File: config.mk
export PLATFORM = sky130hd
export DESIGN_NAME = pulse_stretch
export DESIGN_NICKNAME = d
export VERILOG_FILES = /design/src/rtl/pulse_stretch.sv
export SDC_FILE = /design/constraint.sdc
export NUM_CORES = 1
export LEC_CHECK = 0
export CORE_MARGIN = 3
export CORE_UTILIZATION = 45
export CTS_CLUSTER_DIAMETER = 120
export CTS_CLUSTER_SIZE = 12
export DETAILED_ROUTE_END_ITERATION = 12
export PLACE_DENSITY = 0.69
export RECOVER_POWER = 25
export SYNTH_ARGS = -nofsm -noshare
export SYNTH_HDL_FRONTEND = slang
export SYNTH_SLANG_ARGS = --single-unit
File: constraint.sdc
create_clock -name clk -period 2.6 [get_ports clk]
set_input_delay 0.52 -clock clk [delete_from_list [all_inputs] [get_ports clk]]
set_output_delay 0.52 -clock clk [all_outputs]
set_load 0.01 [all_outputs]
File: src/rtl/pulse_stretch.sv
// ============================================================================
// Module   : pulse_stretch
// Purpose  : Stretches single-cycle pulses into HOLD_CYCLES-long levels that are
//            separated by at least GAP_CYCLES low cycles. Pulses that arrive early
//            are queued and replayed in arrival order.
// Option   : define PULSE_STRETCH_RETRIGGER_EN to extend the level on in=1 during HOLD
// Revision : 1.0 - initial release
// ============================================================================
`default_nettype none

module pulse_stretch #(
  parameter int HOLD_CYCLES = 8,
  parameter int GAP_CYCLES  = 2,
  parameter int PEND_W      = 4
) (
  input  logic              clk,
  input  logic              reset_n,
  input  logic              en,
  input  logic              in,
  output logic              out,
  output logic              busy,
  output logic [PEND_W-1:0] pending,
  output logic              overflow
);

  localparam int MAX_CYC = (HOLD_CYCLES > GAP_CYCLES) ? HOLD_CYCLES : GAP_CYCLES;
  localparam int CNT_W   = $clog2(MAX_CYC + 1);

  localparam logic [CNT_W-1:0]  c_hold_load = CNT_W'(HOLD_CYCLES - 1);
  localparam logic [CNT_W-1:0]  c_gap_load  = CNT_W'((GAP_CYCLES > 0) ? GAP_CYCLES - 1 : 0);
  localparam logic [PEND_W-1:0] c_pend_max  = '1;

  typedef enum logic [1:0] {
    S_IDLE = 2'd0,
    S_HOLD = 2'd1,
    S_GAP  = 2'd2
  } state_t;

  state_t             r_state;
  logic [CNT_W-1:0]   r_cnt;
  logic               r_out;
  logic               r_busy;
  logic [PEND_W-1:0]  r_pending;
  logic               r_overflow;

  state_t             w_nxt_state;
  logic [CNT_W-1:0]   w_nxt_cnt;
  logic [PEND_W-1:0]  w_nxt_pend;
  logic               w_nxt_ovf;
  logic               w_consume;
  logic               w_queue;
  logic               w_cnt_zero;
  logic               w_pend_nz;

  assign w_cnt_zero = (r_cnt == '0);
  assign w_pend_nz  = (r_pending != '0);

  // w_queue marks a request that must wait; w_consume marks a queued one being started.
  always_comb begin
    w_nxt_state = r_state;
    w_nxt_cnt   = r_cnt;
    w_consume   = 1'b0;
    w_queue     = 1'b0;
    case (r_state)
      S_IDLE: begin
        if (in) begin
          w_nxt_state = S_HOLD;
          w_nxt_cnt   = c_hold_load;
        end
      end
      S_HOLD: begin
`ifdef PULSE_STRETCH_RETRIGGER_EN
        if (in) begin
          w_nxt_cnt = c_hold_load;
        end else
`endif
        if (!w_cnt_zero) begin
          w_nxt_cnt = r_cnt - CNT_W'(1);
          w_queue   = in;
        end else if (GAP_CYCLES > 0) begin
          w_nxt_state = S_GAP;
          w_nxt_cnt   = c_gap_load;
          w_queue     = in;
        end else if (w_pend_nz) begin
          w_nxt_cnt = c_hold_load;
          w_consume = 1'b1;
          w_queue   = in;
        end else if (in) begin
          w_nxt_cnt = c_hold_load;
        end else begin
          w_nxt_state = S_IDLE;
          w_nxt_cnt   = '0;
        end
      end
      S_GAP: begin
        if (!w_cnt_zero) begin
          w_nxt_cnt = r_cnt - CNT_W'(1);
          w_queue   = in;
        end else if (w_pend_nz) begin
          w_nxt_state = S_HOLD;
          w_nxt_cnt   = c_hold_load;
          w_consume   = 1'b1;
          w_queue     = in;
        end else if (in) begin
          w_nxt_state = S_HOLD;
          w_nxt_cnt   = c_hold_load;
        end else begin
          w_nxt_state = S_IDLE;
          w_nxt_cnt   = '0;
        end
      end
      default: begin
        w_nxt_state = S_IDLE;
        w_nxt_cnt   = '0;
      end
    endcase
  end

  // A queued request and a consume in the same cycle cancel: the new one takes the slot.
  always_comb begin
    w_nxt_pend = r_pending;
    w_nxt_ovf  = r_overflow;
    if (w_queue && !w_consume) begin
      if (r_pending == c_pend_max) begin
        w_nxt_ovf = 1'b1;
      end else begin
        w_nxt_pend = r_pending + PEND_W'(1);
      end
    end else if (w_consume && !w_queue) begin
      w_nxt_pend = r_pending - PEND_W'(1);
    end
  end

  always_ff @(posedge clk or negedge reset_n) begin
    if (!reset_n) begin
      r_state    <= S_IDLE;
      r_cnt      <= '0;
      r_out      <= 1'b0;
      r_busy     <= 1'b0;
      r_pending  <= '0;
      r_overflow <= 1'b0;
    end else if (!en) begin
      r_state   <= S_IDLE;
      r_cnt     <= '0;
      r_out     <= 1'b0;
      r_busy    <= 1'b0;
      r_pending <= '0;
    end else begin
      r_state    <= w_nxt_state;
      r_cnt      <= w_nxt_cnt;
      r_out      <= (w_nxt_state == S_HOLD);
      r_busy     <= (w_nxt_state != S_IDLE);
      r_pending  <= w_nxt_pend;
      r_overflow <= w_nxt_ovf;
    end
  end

  assign out      = r_out;
  assign busy     = r_busy;
  assign pending  = r_pending;
  assign overflow = r_overflow;

endmodule

`default_nettype wire

==> results of run 1 <==
-- logic make-up after synthesis --
kind of cell | share of synthesized area [%]
AND/OR/NAND/NOR | 21.7
AO/OA/AOI/OAI | 21.4
buffers and inverters | 5.35
XOR/XNOR | 2.95
adder cells (fa/ha/maj) | 12.1
flip-flops | 36.6
-- flip-flops by register name, summed over array words and instances, names as in the netlist --
name	flops
pending	4
r_cnt	4
r_state	2
busy	1
out	1
overflow	1
-- report_power, final --
group          total, mW  switching (mW)  internal [mW]
sequential         0.261          0.0279          0.233
clock              0.120          0.0609         0.0594
combinational      0.315           0.162          0.154
total              0.697           0.251          0.446
-- worst paths after layout --
path                            startpoint    endpoint  cells after the start  slack, ps
worst max register to register    r_cnt[1]  pending[2]                      9        160
worst max-delay path              r_cnt[1]  pending[2]                      9        160
min in group asynchronous          reset_n  pending[3]                      1        680
max in group asynchronous          reset_n    overflow                      1       1540
worst min-delay path              overflow    overflow                      1        520
worst min register to register    overflow    overflow                      1        520
-- cells in the mapped netlist (all sizes together) (2+ instances only) --
cell type   n  area share, %
dfrtp      13             37
nand2      13            5.5
inv        10            4.2
o21ai       9            5.1
ha          7            9.8
a21oi       5            2.8
a21o        3            2.5
nor2        3            1.3
buf         2            1.1
nand2b      2            1.4
nor2b       2            1.4
nor3        2            1.1
nor3b       2            2.3
or2         2            1.7
or4         2            1.7
xnor2       2            2.0
-- critical path, cell delays in order (launching register included) --
cell and delay (ps):
dfrtp_1 380, inv_1 80, ha_2 180, or3b_4 380
a22oi_2 210, or2_4 190, inv_1 70, fa_1 370
xnor2_1 130, a311o_1 340
-- cell type report --
cell class / instances / area [sq um]
Tap cell: 25 / 31.3
Clock buffer: 4 / 26.3
Sequential cell: 13 / 325
Inverter: 10 / 37.5
Fill cell: 166 / 681
Timing Repair Buffer: 18 / 160
Multi-Input combinational cell: 71 / 541
-- layer usage --
metal  wire length (microns)  share of wire [%]
met1                     915                 46
met2                     972                 49
met3                      79                4.0
met4                      23                1.2
met5                       0                  0
-- cells in the final DEF, fill, tap and decap left out, types with 2 or more instances in the layout --
cell type	count
a21o_1	3
dfrtp_1	13
nand2b_1	2
inv_1	10
xnor2_1	2
nand2_1	13
nor2_1	3
nor2b_1	2
clkdlybuf4s50_1	9
o21ai_1	5
o21ai_0	4
buf_4	8
a21oi_1	4
nor3_1	2
or4_1	2
ha_2	2
clkbuf_4	3
ha_1	4
-- stage by stage --
| stage | instance area, sq um | cells | util (%) | worst slack [ps] | hold slack [ps] |
|---|---|---|---|---|---|
| 3_5_place_dp | 1070 | 137 | 59.4 | 65.5 | 517 |
| 4_1_cts | 1100 | 141 | 60.9 | 61.6 | 538 |
| 3_3_place_gp | 1070 | 137 | 59.4 | 140 | 451 |
| 5_1_grt | 1120 | 141 | 62.2 | 23.0 | 560 |
| 2_1_floorplan | 890 | 96 | - | 139 | 224 |
| 6_report | 1120 | 141 | 62.2 | 156 | 518 |
==> impl_metrics.tcl, run 1 <==
set metrics [dict create \
    remaining_drc_errors 0 \
    status "finished, final reports clean" \
    synth_edf_count 0 \
    skew_ps 1.35 \
    drt_iter0_markers 18 \
    finalCritPeriodShare_pct 94.0 \
    crit_arrival_ps 2600 \
    drive_gt1_share_pct 18.1 \
    cts_tree "yes" \
    critPathLaunchType "flip-flop" \
    hp-class "flip-flop to flip-flop" \
    grt_pass1_wl_microns 3510 \
    ant_nets 0 \
    core_sq_um 1800 \
    hpwl_microns 1570 \
    clock.fmax_mhz 409 \
    tns_ps 0 \
    mappedNetlistArea_sq_um 890 \
    via_per_inst 5.51 \
    crit_required_ps 2760 \
    yosys_register_bits 13 \
    num_rows 15 \
    cts_setup_buffers 0 \
    grt_pass1_vias 792 \
    yosys_warnings 0 \
    grt_overflow 0 \
    setup.worst_path.class "flip-flop to flip-flop" \
    wl_per_cell_microns 14.1 \
    holdBufCountCts 0 \
    synthArstFlopShare_pct 100 \
    dieArea_sq_um 2550 \
    leakagePower_nw 0.545 \
    hold_viol_final 0 \
    slew_viol_final 0 \
    use_met3_pct 2.67 \
    gp_congestion 0.859 \
    numCtsBuffers 3 \
    vias 777 \
    die_h_microns 50.5 \
    cts_root_buf "clkbuf_4" \
    p_total_mw 0.697 \
    avgSynthCellArea_sq_um 9.27 \
    worstSkewPairLatency_ps 270 \
    track_usage_pct 17.9 \
    seq_area_frac_synth_pct 36.6 \
    io_pins 11 \
    power_density_nw_per_um2 622 \
    port_buffers 10 \
    drt_pass1_iterations 4 \
    cts.clk_slew.worst_paths_ps 70 \
    initial_core_util_pct 49.4 \
    cts_buffer_depth 2 \
    areaGrowthSynthToFinish_pct 26.0 \
    synthCells 96 \
    endpoint_kind "flip-flop" \
    top_usage_layer "met2" \
    fp.dieW_microns 50.5 \
    cp_max_fo 4 \
    antenna_cells 0 \
    setup_viol 0 \
    synth_nets 108 \
    antenna_found_initial 0 \
    cts_sinks 13 \
    post_cts_resized 0 \
    wl_microns 1990 \
    synth.distinct_cells 36 \
    worstMarginPinSlew_ps 584 \
    relSlewSlack_pct 60.9 \
    ir_drop_v 0.000454 \
    met1_usage_pct 23.3 \
    period_minus_slack_ps 2440 \
    fin_nets 129 \
    rsz0062_at_grt "false" \
    drv_cap 0 \
    cts-htree-levels 1 \
    grt_max_degree 14 \
    gr-usage-met2_pct 30.4 \
    synth_top_flop_cell "dfrtp_1" \
]
(Power assumes the default switching activity.)
==> run 2, diff against run 1 <==
--- a/config.mk
+++ b/config.mk
@@ -12,6 +12,7 @@
 export DETAILED_ROUTE_END_ITERATION = 12
 export PLACE_DENSITY = 0.69
 export RECOVER_POWER = 25
+export SLEW_MARGIN = 20
 export SYNTH_ARGS = -nofsm -noshare
 export SYNTH_HDL_FRONTEND = slang
 export SYNTH_SLANG_ARGS = --single-unit
==> results of run 2 <==
The final DEF is identical to that of run 1; final timing and power are the same.
==> run 3, diff against run 2 <==
--- a/config.mk
+++ b/config.mk
@@ -10,6 +10,7 @@
 export CTS_CLUSTER_DIAMETER = 120
 export CTS_CLUSTER_SIZE = 12
 export DETAILED_ROUTE_END_ITERATION = 12
+export HOLD_SLACK_MARGIN = 0.15
 export PLACE_DENSITY = 0.69
 export RECOVER_POWER = 25
 export SLEW_MARGIN = 20
==> results of run 3 <==
The final DEF is identical to that of run 1; final timing and power are the same.
==> patch 1, RTL diff (settings of run 2) <==
Register the input `en` before use. The logic sees it one clock later. The other inputs are not delayed to match.
--- a/src/rtl/pulse_stretch.sv
+++ b/src/rtl/pulse_stretch.sv
@@ -35,6 +35,12 @@
     S_HOLD = 2'd1,
     S_GAP  = 2'd2
   } state_t;
+
+  logic en_q;
+
+  always_ff @(posedge clk) begin
+    en_q <= en;
+  end
 
   state_t             r_state;
   logic [CNT_W-1:0]   r_cnt;
@@ -139,7 +145,7 @@
       r_busy     <= 1'b0;
       r_pending  <= '0;
       r_overflow <= 1'b0;
-    end else if (!en) begin
+    end else if (!en_q) begin
       r_state   <= S_IDLE;
       r_cnt     <= '0;
       r_out     <= 1'b0;
Check against the original RTL: not equivalent (Yosys sat finds a counterexample within 4 cycles, from zero or initial values and one cycle with reset_n low).
==> patch 1 against run 2 <==
Wire length grew 0.95%. Sequential power grew 7%. Global-route usage shrank 1.3 points. Design area grew 8.5%. Maximum frequency grew 1.1%. Critical path type unchanged. Sequential cell count grew 1. Total power grew 9.2%. Largest power group unchanged. Setup slack gained 0.026 ns. Clock skew grew 0.0051 ns. Non-clock buffer count shrank 1. Critical path depth grew 2. Synthesized area grew 15%. Synthesized cell count grew 11%.
==> patch 1: results (changes against run 2) <==
status: "finished clean"
drt_iter0_drc: 13  # -5
grt_usage_pct: 16.6  # -1.3 points
ys_types: 47  # +31%
async_flop_share_pct: 92.9  # -7.1 points
use_met1_pct: 23.8  # +0.56 points
synth.mux.area_fraction_pct: 1.95  # +1.9 points
synth_compound_area_share_pct: 26.8  # +5.4 points
netlist_top_cells_count: "13 x dfrtp_1, 10 x inv_1, 8 x ha_1"
peakVddDrop_mv: 0.459  # +1.1%
wire_per_inst_um: 13.3  # -5.7%
clk_path_buf_depth: 2  # unchanged
ys_warn_count: 0  # unchanged
hold_path_class: "flop to flop"
antenna_found_initial: 0  # unchanged
grt_max_degree: 15  # +1
first_global_vias: 803  # +1.4%
met2_usage_pct: 25.2  # -5.2 points
crit_family: "simple AND/OR/NAND/NOR gates"
p_sw_share_pct: 36.4  # +0.48 points
preCtsSetupSlack_ns: -0.00395  # -0.0695 ns
tightestPinTransition_ns: 0.612  # +0.0283 ns
synth_fa_ha_area_share_pct: 9.74  # -2.4 points
cpPeakStageDelay_ns: 0.44  # +0.06 ns
drive_above_1_share_pct: 19.4  # +1.3 points
synth_nets: 119  # +10%
cts.repair.resized: 0  # unchanged
nets: 137  # +6.2%
cpMaxStageDelayCell: "dfrtp_1"
finClkSkew_ns: 0.00647  # +0.00513 ns
cts_setup_buffers: 0  # unchanged
arrival_ns: 2.63  # +0.03 ns
clk_pin_slew_ns: 0.09  # +0.02 ns
antenna_cells: 0  # unchanged
met3_usage_pct: 2.77  # +0.099 points
io_buffer_count: 10  # unchanged
grt_first_pass_wirelength_um: 3530  # +0.37%
p_leak_nw: 0.502  # -7.9%
clock_latency_ns: 0.28
ys_top_cells_by_area: "dfrtp_1 32%, ha_1 9.7%, inv_1 3.7%"
critPathMaxFanout: 5  # +1
clockRootBuffer: "clkbuf_4"
gp_congestion: 0.830  # -3.4%
htree_levels: 1  # unchanged
synth_xor_area_share_pct: 1.71  # -1.2 points
postRouteAntennaNets: 0  # unchanged
dp_hpwl_um: 1560  # -0.79%
ys_seq_area_share_pct: 33.6  # -3.0 points
avgViaCountPerCell: 5.38  # -2.3%
## patch 1: kinds of logic (layout without fill, tap and decap cells)
| family | after synthesis | in the layout |
|---|---|---|
| muxes | 2 | 2 |
| DFF | 14 | 14 |
| AOI/OAI and AO/OA | 35 | 35 |
| adders and majority gates | 8 | 8 |
| xor gates and xnor gates | 2 | 2 |
| buffers and inverters | 14 | 31 |
| and+or+nand+nor | 32 | 32 |
## patch 1: final cells by class
| type | instances | area, sq um |
|---|---|---|
| Multi-Input combinational cell | 79 | 611 |
| Inverter | 10 | 37.5 |
| Tap cell | 27 | 33.8 |
| Timing Repair Buffer | 17 | 153 |
| Clock buffer | 4 | 36.3 |
| Sequential cell | 14 | 345 |
| Fill cell | 169 | 846 |
## patch 1: final timing paths
path	cells past startpoint	end	slack [ns]	from
max	11	pending[3]	0.18	r_state[0]
max in group asynchronous	1	busy	1.52	reset_n
min in group asynchronous	1	r_cnt[3]	0.68	reset_n
min reg2reg	1	overflow	0.49	overflow
max reg2reg	11	pending[3]	0.18	r_state[0]
min	1	overflow	0.49	overflow
## patch 1: power groups by stage
stage,clock (mW),combinational [mW],sequential (mW)
floorplan,0,0.231,0.281
global placement,0,0.314,0.280
global route,0.178,0.359,0.284
detailed placement,0,0.325,0.283
finish,0.158,0.326,0.278
CTS,0.165,0.327,0.278
## patch 1: routing by layer
| layer | vias to the layer above | part of all wire (%) |
|---|---|---|
| met5 | - | 0 |
| met4 | 0 | 0.60 |
| met3 | 2 | 2.2 |
| met1 | 377 | 50 |
| met2 | 12 | 47 |
| li1 | 422 | - |
## patch 1: metrics by stage
step                      instances  instance area, sq um  utilization, %
after detailed placement        147                  1180            57.2
after global placement          147                  1180            57.2
after floorplan                 107                  1030               -
after CTS                       151                  1220            59.0
final                           151                  1220            59.0
after global routing            151                  1220            59.0
==> patch 2, RTL diff (config.mk and constraints of run 2) <==
Made on the original files. Build with the macro `PULSE_STRETCH_RETRIGGER_EN` defined.
--- a/src/rtl/pulse_stretch.sv
+++ b/src/rtl/pulse_stretch.sv
@@ -7,6 +7,8 @@
 // Revision : 1.0 - initial release
 // ============================================================================
 `default_nettype none
+
+`define PULSE_STRETCH_RETRIGGER_EN
 
 module pulse_stretch #(
   parameter int HOLD_CYCLES = 8,
Formal check against the unedited RTL: not equivalent (Yosys sat finds a counterexample within 4 cycles, from zero or initial values and one cycle with reset_n low).
==> patch 2 against run 2 <==
Maximum frequency is 12% higher. Highest routed layer unchanged. Total power fell by 8.4%. Synthesized area rose by 3.5%. Design area down 2.8%. Sequential power up 3%. Critical path depth is the same. Combinational power fell by 23%. Wire length down 3.1%. Clock power rose by 7%. Sequential cell count is the same. Setup slack better by 0.26 ns.
==> patch 2: results (changes against run 2) <==
status: "finished clean"
critPathMaxFanout: 6  # +2
power_clock_uw: 128  # +7%
ys_top_cells_by_area: "dfrtp_1 35%, o21ai_0 4.3%, nand2_1 3.7%"
cpPeakStageDelay_ns: 0.47  # +0.09 ns
first_global_vias: 753  # -4.9%
drive_above_1_share_pct: 19.8  # +1.7 points
synth_nets: 103  # -4.6%
nets: 119  # -7.8%
wire_per_inst_um: 14.2  # +0.45%
dp_hpwl_um: 1430  # -9.1%
finClkSkew_ns: 0.00672  # +0.00537 ns
cts.repair.resized: 0  # unchanged
num_vias: 802  # +3.2%
peakVddDrop_mv: 0.482  # +6.1%
drt_iter0_drc: 19  # +1
route.met2.wl_um: 881  # -9.4%
netlist_top_cells_count: "13 x dfrtp_1, 9 x nand2_1, 8 x o21ai_0"
arrival_ns: 2.39  # -0.21 ns
grt_first_pass_wirelength_um: 3470  # -1.2%
nFillCells: 171  # +3.0%
synth_compound_area_share_pct: 28.3  # +6.9 points
fin_cells: 136  # -3.5%
fin_area_sq_um: 1090  # -2.8%
synth_fa_ha_area_share_pct: 4.89  # -7.2 points
ys_types: 42  # +17%
met3_usage_pct: 5.83  # +3.2 points
rrSetupSlack_ns: 0.41  # +0.26 ns
dp.cells: 132  # -3.6%
clock_latency_ns: 0.28
wl_met1_um: 927  # +1.3%
pg_comb_uw: 242  # -23%
min-delay-start: "overflow"
ys_seq_area_share_pct: 35.3  # -1.2 points
rr_endpoint: "pending[3]"
met2_usage_pct: 25.3  # -5.1 points
use_met1_pct: 24.9  # +1.6 points
p_leak_nw: 0.453  # -17%
gp_congestion: 0.845  # -1.5%
clk_pin_slew_ns: 0.08
post-route-min-period_ns: 2.19  # -0.255 ns
power_frac_comb_pct: 37.9  # -7.4 points
preCtsSetupSlack_ns: 0.220  # +0.155 ns
internal_power_uw: 410  # -8.1%
grt_usage_pct: 17.2  # -0.68 points
## patch 2: changes by cell type after synthesis, moves of 3 or more
cell     change
ha_1         -5
inv_1        -5
nand2_1      -4
nand3_1      +4
o21ai_0      +4
o21ai_1      -5
o21ai_2      +3
## patch 2: worst max-delay path by stage
| stage | to | start | depth (start not counted) | slack (ns) |
|---|---|---|---|---|
| after global routing | pending[3] | r_cnt[1] | 9 | 0.28 |
| after CTS | pending[3] | r_cnt[1] | 9 | 0.41 |
| after floorplan | pending[3] | r_cnt[0] | 10 | 0.38 |
| after detailed placement | pending[3] | in | 8 | 0.22 |
| after global placement | pending[3] | in | 8 | 0.27 |
| final | pending[3] | r_cnt[1] | 9 | 0.41 |
## patch 2: area by class of cell
class / instances / area share (%)
clock buffers: 4 / 2.41
inverters: 5 / 1.72
multi-input cells: 73 / 49.8
flip-flops and latches: 13 / 29.9
well taps: 25 / 2.87
repair buffers: 16 / 13.3
